### src/rtl/step_enable_gen.sv
// Core clock-enable generator: free-running divided enable (run mode) or one
// enable per debounced button press (step mode), with halt handshake and step counter.
module step_enable_gen #(
    parameter int DEBOUNCE_CYCLES = 50_000_000,
    parameter int RUN_DIV         = 1
) (
    input  logic        clk,
    input  logic        rst,
    input  logic        btn_raw,
    input  logic        run_en,
    input  logic        halt_req,
    output logic        core_ce,
    output logic        running,
    output logic        halted,
    output logic [31:0] step_count
);
    localparam int CNT_W = $clog2(DEBOUNCE_CYCLES + 1);
    localparam int DIV_W = (RUN_DIV > 1) ? $clog2(RUN_DIV) : 1;
    localparam logic [CNT_W-1:0] CNT_LAST = CNT_W'(DEBOUNCE_CYCLES - 1);
    localparam logic [DIV_W-1:0] DIV_LAST = DIV_W'(RUN_DIV - 1);

    typedef enum logic [1:0] {
        S_STEP,
        S_WAIT_REL,
        S_RUN,
        S_HALT
    } state_t;

    logic             r_sync1;
    logic             r_sync2;
    logic [1:0]       r_sync_vld;
    logic             r_armed;
    logic             r_btn_db;
    logic             r_btn_db_q;
    logic [CNT_W-1:0] r_db_cnt;
    logic             w_press;

    state_t           r_state;
    state_t           w_state_nxt;
    logic [DIV_W-1:0] r_div;
    logic [DIV_W-1:0] w_div_nxt;
    logic             w_ce_nxt;
    logic             r_core_ce;
    logic             r_running;
    logic             r_halted;
    logic [31:0]      r_step_count;

    // r_armed stays low until the synchronised button has been seen released
    // after reset, so a button held through reset cannot trigger a step.
    always_ff @(posedge clk) begin
        if (rst) begin
            r_sync1    <= 1'b0;
            r_sync2    <= 1'b0;
            r_sync_vld <= 2'b00;
            r_armed    <= 1'b0;
            r_btn_db   <= 1'b0;
            r_btn_db_q <= 1'b0;
            r_db_cnt   <= '0;
        end else begin
            r_sync1    <= btn_raw;
            r_sync2    <= r_sync1;
            r_sync_vld <= {r_sync_vld[0], 1'b1};
            r_btn_db_q <= r_btn_db;
            if (r_sync_vld[1] && !r_sync2) begin
                r_armed <= 1'b1;
            end
            if (r_sync2 == r_btn_db) begin
                r_db_cnt <= '0;
            end else if (r_db_cnt == CNT_LAST) begin
                r_btn_db <= r_sync2;
                r_db_cnt <= '0;
            end else begin
                r_db_cnt <= r_db_cnt + CNT_W'(1);
            end
        end
    end

    assign w_press = r_btn_db & ~r_btn_db_q & r_armed;

    // NOTE: every always_comb output gets a default first so no latch is inferred.
    always_comb begin
        w_state_nxt = r_state;
        w_div_nxt   = r_div;
        w_ce_nxt    = 1'b0;
        unique case (r_state)
            S_STEP: begin
                if (halt_req) begin
                    w_state_nxt = S_HALT;
                end else if (run_en) begin
                    w_state_nxt = S_RUN;
                    w_div_nxt   = '0;
                end else if (w_press) begin
                    w_ce_nxt    = 1'b1;
                    w_state_nxt = S_WAIT_REL;
                end
            end
            S_WAIT_REL: begin
                if (halt_req) begin
                    w_state_nxt = S_HALT;
                end else if (run_en) begin
                    w_state_nxt = S_RUN;
                    w_div_nxt   = '0;
                end else if (!r_btn_db) begin
                    w_state_nxt = S_STEP;
                end
            end
            S_RUN: begin
                if (halt_req) begin
                    w_state_nxt = S_HALT;
                end else if (!run_en) begin
                    w_state_nxt = S_WAIT_REL;
                    w_div_nxt   = '0;
                end else if (r_div == DIV_LAST) begin
                    w_ce_nxt  = 1'b1;
                    w_div_nxt = '0;
                end else begin
                    w_div_nxt = r_div + DIV_W'(1);
                end
            end
            S_HALT: begin
                if (!halt_req && !run_en) begin
                    w_state_nxt = S_WAIT_REL;
                end
            end
        endcase
    end

    always_ff @(posedge clk) begin
        if (rst) begin
            r_state      <= S_STEP;
            r_div        <= '0;
            r_core_ce    <= 1'b0;
            r_running    <= 1'b0;
            r_halted     <= 1'b0;
            r_step_count <= '0;
        end else begin
            r_state      <= w_state_nxt;
            r_div        <= w_div_nxt;
            r_core_ce    <= w_ce_nxt;
            r_running    <= (w_state_nxt == S_RUN);
            r_halted     <= (w_state_nxt == S_HALT);
            r_step_count <= r_step_count + 32'(w_ce_nxt);
        end
    end

    assign core_ce    = r_core_ce;
    assign running    = r_running;
    assign halted     = r_halted;
    assign step_count = r_step_count;

endmodule
### config.mk
export PLATFORM = sky130hd
export DESIGN_NAME = step_enable_gen
export DESIGN_NICKNAME = d
export VERILOG_FILES = /design/src/rtl/step_enable_gen.sv
export SDC_FILE = /design/constraint.sdc
export NUM_CORES = 1
export LEC_CHECK = 0
export BUFFER_PORTS_ARGS = -buffer_cell sky130_fd_sc_hd__buf_2
export CORE_ASPECT_RATIO = 1.75
export CORE_MARGIN = 5
export CORE_UTILIZATION = 35
export CTS_CLUSTER_DIAMETER = 60
export DETAILED_ROUTE_END_ITERATION = 8
export PLACE_DENSITY = 0.53
export RECOVER_POWER = 50
export SKIP_CTS_REPAIR_TIMING = 1
export SLEW_MARGIN = 20
export SYNTH_ARGS = -nofsm -noshare
export SYNTH_HDL_FRONTEND = slang
export SYNTH_SLANG_ARGS = --single-unit
### constraint.sdc
create_clock -name clk -period 3.5 [get_ports clk]
set_input_delay 0.7 -clock clk [delete_from_list [all_inputs] [get_ports clk]]
set_output_delay 0.7 -clock clk [all_outputs]
set_load 0.01 [all_outputs]
==> metrics.yaml, run 1 <==
outcome:
  status: "finished with violations"
  violations: "max-capacitance violations, max-slew violations"
power:
  leakagePower_nw: 1.143
  pwr_density_cell_mw_per_mm2: 467.0
  ir_drop_mv: 0.2420
run:
  drv_cap: 1
routing:
  avgViaCountPerCell: 5.215
  wire_per_inst_um: 13.43
  drt_iter0_drc: 112
  drtAntennaViolNets: 0
  drt_wl_total_mm: 6.864
  drtPass1Iterations: 4
  via_count: 2665
  drcViolationCount: 0
worst_setup_path:
  cpMostUsedCell: "ha_1"
  cp_max_fo: 16
  worstPathBufferInverterCount: 1
  cp-startpoint: "run_en"
  worstReg2RegEnd: "step_count[24]"
  critPathCaptureType: "flop"
  cpMaxStageDelayCell: "or3_1"
  path_delay_family: "simple AND/OR/NAND/NOR gates"
  slowest_delay_ns: 0.57
  crit_chain: "buf_2, nor3b_1, a22oi_1, nor3_1, ha_1, ha_1, nand2_1, or3_1, or4_1, a21oi_1"
  critPathRequiredTime_ns: 3.74
  ff2ff_setup_slack_ns: 0.70
  start_kind: "input port"
  rr_startpoint: "r_btn_db"
  critPathKind: "input port to flop"
  r2r_cells: 9
  cp.arrival_ns: 3.16
die:
  dieArea_mm2: 0.01089
  die_y_um: 134.3
  fp.dieW_um: 81.05
  rows: 45
  io_pins: 40
  start_util_pct: 35.66
  core-area_mm2: 0.008671
placed_design:
  dpl.hpwl_mm: 4.904
  place_congestion: 0.7290
  dpl_cell_area_mm2: 0.003387
  placed_cells: 495
  preCtsSetupSlack_ns: 0.2797
  io_buffer_count: 39
timing:
  period_minus_slack_ns: 2.915
  fin_skew_ns: 0.005739
  holdWs_ns: 0.4351
  worst_slack_ns: 0.5845
  rsz0062_at_grt: "no"
  hold_viol_final: 0
  fmax_mhz: 343.0
  setup_tns_ns: 0
  finalMaxSlewViolations: 43
  worst_pin_slew_ns: 1.857
  setup_viol: 0
  post-route-period-util_pct: 83.30
  slew_headroom_pct: -23.79
synthesis:
  synth_ff_type: "dfxtp_1"
  postSynth.asyncResetShare_pct: 0
  synth.distinct_cells: 34
  synthSimpleGateAreaFrac_pct: 29.38
  syn_area_mm2: 0.003092
  synth-compound-area-share_pct: 12.79
  synth_nets: 362
  synthCells: 353
  yosysSeqAreaShare_pct: 45.33
  synth_top_family_by_area: "simple AND/OR/NAND/NOR gates"
  synth_edf_count: 0
  synth_xor_area_share_pct: 7.082
  ys_warn_count: 0
  synth_mux_area_share_pct: 0.3642
  avgSynthCellArea_um2: 8.758
  synthAdderAreaFrac_pct: 1.619
  ys_ff_latch: 70
clocking:
  cts.clk_slew.worst_paths_ns: 0.05
  clk_path_buf_depth: 2
  clk_latency_ns: 0.33
  cts-root-buf: "clkbuf_16"
  cts_buffers: 9
  clkSinkCount: 70
  cts_htree_levels: 3
  cts_tree: "built"
finish:
  insertedDiodeCount: 0
  mostFrequentLayoutCell: "dfxtp_1"
  area_growth_pct: 17.28
  stdcell_count: 511
  drive_gt1_share_pct: 6.599
  stdcell_area_mm2: 0.003626
  nNetsFinal: 398
  layout_common_cells: "dfxtp_1, clkbuf_1, nor2_1, a21oi_1, nand3_1"
global_route:
  antenna_found_initial: 0
  grt_pass1_vias: 2598
  grt_max_degree: 43
  grt_pass1_wl_mm: 11.80
  globalRouteOverflowTotal: 0
  track_usage_pct: 13.86
hold_path:
  min_to: "r_sync2"
  hold_path_depth: 1
  min_path_type: "flop to flop"
  worstHoldStart: "r_sync1"
==> flip-flops by register name (all words and copies together), names as in the netlist <==
name        flops
r_sync2         1
core_ce         1
halted          1
r_armed         1
step_count     32
r_btn_db        1
r_db_cnt       26
running         1
r_state         2
r_sync_vld      2
r_sync1         1
r_btn_db_q      1
==> synth_stat cells, drive strengths merged, types with 4 or more instances <==
master | count | area, um^2
and3 | 6 | 37.54
xor2 | 13 | 113.9
and4 | 7 | 61.31
or4 | 19 | 146.4
inv | 10 | 37.54
nor4 | 5 | 31.28
nor2 | 32 | 120.1
xnor2 | 12 | 105.1
and2 | 5 | 31.28
buf | 6 | 27.53
a21oi | 32 | 160.2
ha | 4 | 50.05
o21ai | 13 | 65.06
o31ai | 19 | 147.6
dfxtp | 70 | 1401
nand4 | 17 | 127.6
nand2 | 18 | 67.56
nand3 | 21 | 105.1
nor2b | 7 | 43.79
nor3 | 4 | 20.02
clkbuf | 11 | 41.29
or3 | 15 | 93.84
==> worst max-delay path by stage <==
stage | end | slack (ns) | depth (start not counted)
after floorplan | step_count[20] | 0.67 | 10
after global placement | step_count[20] | 0.38 | 10
after detailed placement | step_count[24] | 0.28 | 10
after CTS | step_count[24] | 0.62 | 10
after global routing | step_count[24] | 0.36 | 10
final | step_count[24] | 0.58 | 10
==> per-layer routing <==
metal  GRT usage, %  routed length [um]  vias to the layer above
met2          24.11                3566                       38
met4          7.331                 204                        0
met3          3.831                 271                       12
met1          14.80                2821                     1248
li1               -                   -                     1367
met5              0                   0                        -
==> final cells by class <==
class	count	area, um^2
well taps	117	146.4
multi-input cells	256	1584
clock buffers	13	270.3
repair buffers	42	168.9
flip-flops and latches	70	1401
clock inverters	3	17.52
fillers	939	5045
inverters	10	37.54
==> cells by family after synthesis <==
family                   count (synthesis)
multiplexers                             1
flip-flops                              70
AO/OA/AOI/OAI                           67
XOR/XNOR                                25
adder cells (fa/ha/maj)                  4
AND/OR/NAND/NOR                        159
buffers and inverters                   27
==> through the flow <==
| stage | utilization (%) | power (mW) |
|---|---|---|
| final | 41.82 | 1.693 |
| after global placement | 39.06 | 0.8539 |
| after CTS | 42.38 | 1.726 |
| after detailed placement | 39.06 | 0.8543 |
| after floorplan | - | 0.8433 |
| after global routing | 41.82 | 1.768 |
==> report_power, final <==
part / switching [mW] / total [mW] / internal [mW]
Sequential: 0.00373 / 0.808 / 0.805
Combinational: 0.0184 / 0.0270 / 0.00860
Clock: 0.323 / 0.858 / 0.535
Total: 0.345 / 1.69 / 1.35
Note: power is estimated with default switching activity, not from simulation.
==> run 2, diff against run 1 <==
==> constraint.sdc (replaced) <==
create_clock -name clk -period 2.75 [get_ports clk]
set_input_delay 0.55 -clock clk [delete_from_list [all_inputs] [get_ports clk]]
set_output_delay 0.55 -clock clk [all_outputs]
set_load 0.01 [all_outputs]
==> run 2 against run 1 <==
Against the previous run:
- the flow now finishes without violations
- global-route usage shrank 0.11 points
- power grew 33%
- worst hold slack lost 0.0033 ns
- die area is the same
- worst setup slack lost 0.34 ns
- final cell count grew 2.5%
- sequential share of layout area shrank 1.2 points
- critical path type unchanged
- highest routed layer unchanged
==> metrics.yaml, run 2 (same netlist as run 1, synthesis figures left out) <==
timing:
  setup_viol: 0  # unchanged
  worst_slack_ns: 0.2441  # -0.3405 ns
  slew_headroom_pct: 26.87  # +51 points
  hold_viol_final: 0  # unchanged
  worst_pin_slew_ns: 1.097  # -0.7598 ns
  setup_tns_ns: 0  # unchanged
  period_minus_slack_ns: 2.506
  fmax_mhz: 399.1
  finalMaxSlewViolations: 0  # -100%
  fin_skew_ns: 0.005322  # -0.0004169 ns
  rsz0062_at_grt: "no"
  post-route-period-util_pct: 91.13
finish:
  insertedDiodeCount: 0  # unchanged
  nNetsFinal: 411  # +3.3%
  drive_gt1_share_pct: 8.845  # +2.2 points
  layout_common_cells: "dfxtp_1, clkbuf_1, nor2_1, a21oi_1, nand3_1"
  fillerInstances: 912  # -2.9%
  area_growth_pct: 21.00
  mostFrequentLayoutCell: "dfxtp_1"
  largest_reg_flops: 32  # unchanged
clocking:
  clkSinkCount: 70  # unchanged
  cts_htree_levels: 3  # unchanged
  cts_tree: "built"
  cts.clk_slew.worst_paths_ns: 0.06  # about the same
  cts-root-buf: "clkbuf_16"
  cts_buffers: 9  # unchanged
  clk_path_buf_depth: 2  # unchanged
  clk_latency_ns: 0.33  # about the same
global_route:
  grt_pass1_wl_mm: 11.74  # -0.53%
  grt_max_degree: 25  # -42%
  globalRouteOverflowTotal: 0  # unchanged
  grt_pass1_vias: 2538  # -2.3%
  antenna_found_initial: 0  # unchanged
  track_usage_pct: 13.75  # -0.11 points
routing:
  met2_length_mm: 3.712  # +4.1%
  top_layer: "met4"
  wl_met3_um: 292  # +7.7%
  drtPass1Iterations: 4  # unchanged
  drtAntennaViolNets: 0  # unchanged
  drt_iter0_drc: 121  # +8.0%
  drcViolationCount: 0  # unchanged
  wire_per_inst_um: 13.27  # -1.2%
  via_count: 2762  # +3.6%
  avgViaCountPerCell: 5.271  # +1.1%
  wl_met1_mm: 2.771  # -1.8%
  drt_wl_total_mm: 6.953  # +1.3%
run:
  drv_cap: 0  # -1
die:
  start_util_pct: 35.66  # unchanged
  core-area_mm2: 0.008671  # unchanged
  dieArea_mm2: 0.01089  # unchanged
  io_pins: 40  # unchanged
  rows: 45  # unchanged
  die_y_um: 134.3  # unchanged
  fp.dieW_um: 81.05  # unchanged
worst_setup_path:
  cp_max_fo: 5  # -11
  critPathRequiredTime_ns: 2.99  # -0.75 ns
  cpMaxStageDelayCell: "or4_4"
  ff2ff_setup_slack_ns: 0.26  # -0.44 ns
  critPathKind: "input port to flop"
  slowest_delay_ns: 0.48  # -0.09 ns
  cp.arrival_ns: 2.75  # -0.41 ns
  critPathCaptureType: "flop"
  path_delay_family: "simple AND/OR/NAND/NOR gates"
  crit_chain: "buf_2, nor3b_1, a22oi_1, nor3_1, buf_4, ha_1, nand3_1, or4_4, or4_1, a21oi_1"
  start_kind: "input port"
  worstPathBufferInverterCount: 2  # +1
power:
  leakagePower_nw: 1.207  # +5.6%
  pwr_density_cell_mw_per_mm2: 601.0  # +29%
  ir_drop_mv: 0.4067  # +68%
placed_design:
  preCtsSetupSlack_ns: -0.1921  # -0.4718 ns
  io_buffer_count: 39  # unchanged
  place_congestion: 0.7548  # +3.5%
  dpl.hpwl_mm: 5.024  # +2.4%
outcome:
  status: "finished clean"
hold_path:
  min_path_type: "flop to flop"
[run 2: cell types whose count changed in the layout (fill, tap and decap cells not counted), sizes merged]
cell	delta
bufinv	+1
clkbuf	+3
buf	+11
clkinvlp	-1
clkinv	-1
[run 2: through the flow]
step                      cells  hold slack, ns  utilization [%]  total power, mW  instance area [um^2]
after floorplan             353          0.4138                -            1.073                  3092
after global placement      508          0.4202            40.19            1.090                  3485
after detailed placement    508          0.4274            40.19            1.091                  3485
after CTS                   524          0.4333            43.80            2.290                  3797
after global routing        524          0.4421            43.15            2.340                  3741
final                       524          0.4318            43.15            2.249                  3741
[run 2: where the power goes]
part           internal [mW]  switching (mW)  total [mW]
clock network          0.778           0.404        1.18
registers               1.02         0.00494        1.03
logic                 0.0130          0.0242      0.0372
[run 2: per-layer routing]
layer / track usage, % / up-vias
met5: 0 / -
met4: 7.331 / 0
met3: 3.629 / 14
met2: 23.70 / 46
met1: 14.96 / 1304
li1: - / 1398
[run 2: cell type report]
cell class | instances | area, um^2 | area share [%]
Multi-Input combinational cell | 256 | 1584 | 42.34
Timing Repair Buffer | 55 | 259.0 | 6.923
Clock inverter | 2 | 38.79 | 1.037
Clock buffer | 14 | 274.0 | 7.324
Sequential cell | 70 | 1401 | 37.46
Inverter | 10 | 37.54 | 1.003
Tap cell | 117 | 146.4 | 3.913
[run 2: path summary, 6_finish.rpt]
path            startpoint        endpoint  cells past startpoint
max                 run_en  step_count[27]                     10
min reg2reg  r_sync_vld[0]   r_sync_vld[1]                      1
min          r_sync_vld[0]   r_sync_vld[1]                      1
max reg2reg     r_state[1]  step_count[27]                      9
==> run 3, diff against run 2 <==
--- a/config.mk
+++ b/config.mk
@@ -9,6 +9,7 @@
 export CORE_ASPECT_RATIO = 1.75
 export CORE_MARGIN = 5
 export CORE_UTILIZATION = 35
+export CTS_BUF_LIST = sky130_fd_sc_hd__clkbuf_8
 export CTS_CLUSTER_DIAMETER = 60
 export DETAILED_ROUTE_END_ITERATION = 8
 export PLACE_DENSITY = 0.53
==> run 3 against run 2 <==
Against the previous run:
- clock skew increased by 0.0034 ns
- worst setup slack improved by 0.014 ns
- clock-buffer cell count decreased by 2
- sequential power about the same
- flip-flop and latch count unchanged
- die area unchanged
- final cell count unchanged
- via count decreased by 0.69%
- largest cell class unchanged
==> metrics.yaml, run 3 (same netlist as run 1, synthesis figures left out) <==
worst_setup_path:
  start_kind: "flop"
  critPathCaptureType: "flop"
  r2r_cells: 9  # unchanged
  critPathRequiredTime_ns: 3.01  # +0.02 ns
  cp.arrival_ns: 2.76  # about the same
  ff2ff_setup_slack_ns: 0.26  # about the same
  worstReg2RegEnd: "step_count[27]"
  cp_max_fo: 5  # unchanged
  critPathKind: "flop to flop"
  rr_startpoint: "r_state[1]"
routing:
  drtAntennaViolNets: 0  # unchanged
  via_count: 2743  # -0.69%
  drcViolationCount: 0  # unchanged
  drtPass1Iterations: 4  # unchanged
  avgViaCountPerCell: 5.235  # -0.69%
  drt_iter0_drc: 115  # -5.0%
  drt_wl_total_mm: 6.915  # -0.55%
  wire_per_inst_um: 13.20  # -0.55%
clocking:
  clkSinkCount: 70  # unchanged
  cts.clk_slew.worst_paths_ns: 0.07  # about the same
  cts_htree_levels: 3  # unchanged
  cts_buffers: 9  # unchanged
  cts_tree: "built"
  clk_path_buf_depth: 2  # unchanged
  clk_latency_ns: 0.34  # about the same
  cts-root-buf: "clkbuf_8"
hold_path:
  min_path_type: "input port to flop"
  hold_path_depth: 2  # +1
  worstHoldStart: "halt_req"
  min_to: "core_ce"
timing:
  worst_slack_ns: 0.2576  # +0.01357 ns
  fmax_mhz: 401.2  # +0.54%
  fin_skew_ns: 0.008681  # +0.003359 ns
  holdWs_ns: 0.4117  # -0.02010 ns
  period_minus_slack_ns: 2.492  # -0.01357 ns
  finalMaxSlewViolations: 0  # unchanged
  worst_pin_slew_ns: 1.093  # -0.003899 ns
  hold_viol_final: 0  # unchanged
  rsz0062_at_grt: "no"
  slew_headroom_pct: 27.13  # +0.26 points
  post-route-period-util_pct: 90.63  # -0.49 points
  setup_tns_ns: 0  # unchanged
  setup_viol: 0  # unchanged
finish:
  nNetsFinal: 411  # unchanged
  drive_gt1_share_pct: 8.845  # unchanged
  area_growth_pct: 17.73
  mostFrequentLayoutCell: "dfxtp_1"
  largest_reg_flops: 32  # unchanged
  insertedDiodeCount: 0  # unchanged
  fin_util_pct: 41.98  # -1.2 points
  layout_common_cells: "dfxtp_1, clkbuf_1, nor2_1, a21oi_1, nand3_1"
die:
  io_pins: 40  # unchanged
  rows: 45  # unchanged
  die_y_um: 134.3  # unchanged
  core-area_mm2: 0.008671  # unchanged
  dieArea_mm2: 0.01089  # unchanged
  start_util_pct: 35.66  # unchanged
  fp.dieW_um: 81.05  # unchanged
power:
  ir_drop_mv: 0.3577  # -12%
  power_mw: 1.926  # -14%
  leakagePower_nw: 1.169  # -3.1%
  pwr_density_cell_mw_per_mm2: 529.1  # -12%
run:
  drv_cap: 0  # unchanged
global_route:
  grt_pass1_vias: 2541  # +0.12%
  grt_pass1_wl_mm: 11.66  # -0.64%
  track_usage_pct: 13.59  # -0.16 points
  globalRouteOverflowTotal: 0  # unchanged
  antenna_found_initial: 0  # unchanged
  grt_max_degree: 25  # unchanged
placed_design:
  place_congestion: 0.7548  # unchanged
  dpl.hpwl_mm: 5.024  # unchanged
  io_buffer_count: 39  # unchanged
  preCtsSetupSlack_ns: -0.1921  # unchanged
outcome:
  status: "finished clean"
## run 3: worst max path at each step
| stage | to | start | cells after the start |
|---|---|---|---|
| 4_1_cts | step_count[26] | r_armed | 9 |
| 3_5_place_dp | step_count[26] | run_en | 10 |
| 2_1_floorplan | step_count[20] | run_en | 10 |
| 5_1_grt | step_count[27] | r_armed | 9 |
| 6_report | step_count[27] | r_state[1] | 9 |
| 3_3_place_gp | step_count[26] | run_en | 10 |
## run 3: per-layer routing
metal	GRT usage, %	up-vias	part of all wire (%)
li1	-	1385	-
met1	14.83	1300	41
met2	23.56	45	52
met3	3.427	13	4.1
met4	7.049	0	2.7
met5	0	-	0
## run 3: final cells by class
class | count | area, um^2
Inverter | 10 | 37.54
Clock buffer | 12 | 165.2
Multi-Input combinational cell | 256 | 1584
Sequential cell | 70 | 1401
Clock inverter | 4 | 46.29
Fill cell | 928 | 5031
Timing Repair Buffer | 55 | 259.0
Tap cell | 117 | 146.4
## run 3: per-stage QoR
step | instance area, um^2 | cells
finish | 3640 | 524
CTS | 3696 | 524
global placement | 3485 | 508
detailed placement | 3485 | 508
floorplan | 3092 | 353
global route | 3640 | 524
## run 3: where the power goes
group / internal (mW) / total [mW] / switching (mW)
Combinational: 0.0130 / 0.0373 / 0.0243
Sequential: 1.02 / 1.03 / 0.00485
Clock: 0.489 / 0.861 / 0.373
## run 3: worst max-delay path: stages, from the launching register on
cell and delay [ns]:
dfxtp_1 0.33, nor3b_1 0.19, a22oi_1 0.11, nor3_1 0.23, buf_4 0.16, ha_1 0.15
nand3_1 0.15, or4_4 0.48, or4_1 0.47, a21oi_1 0.15
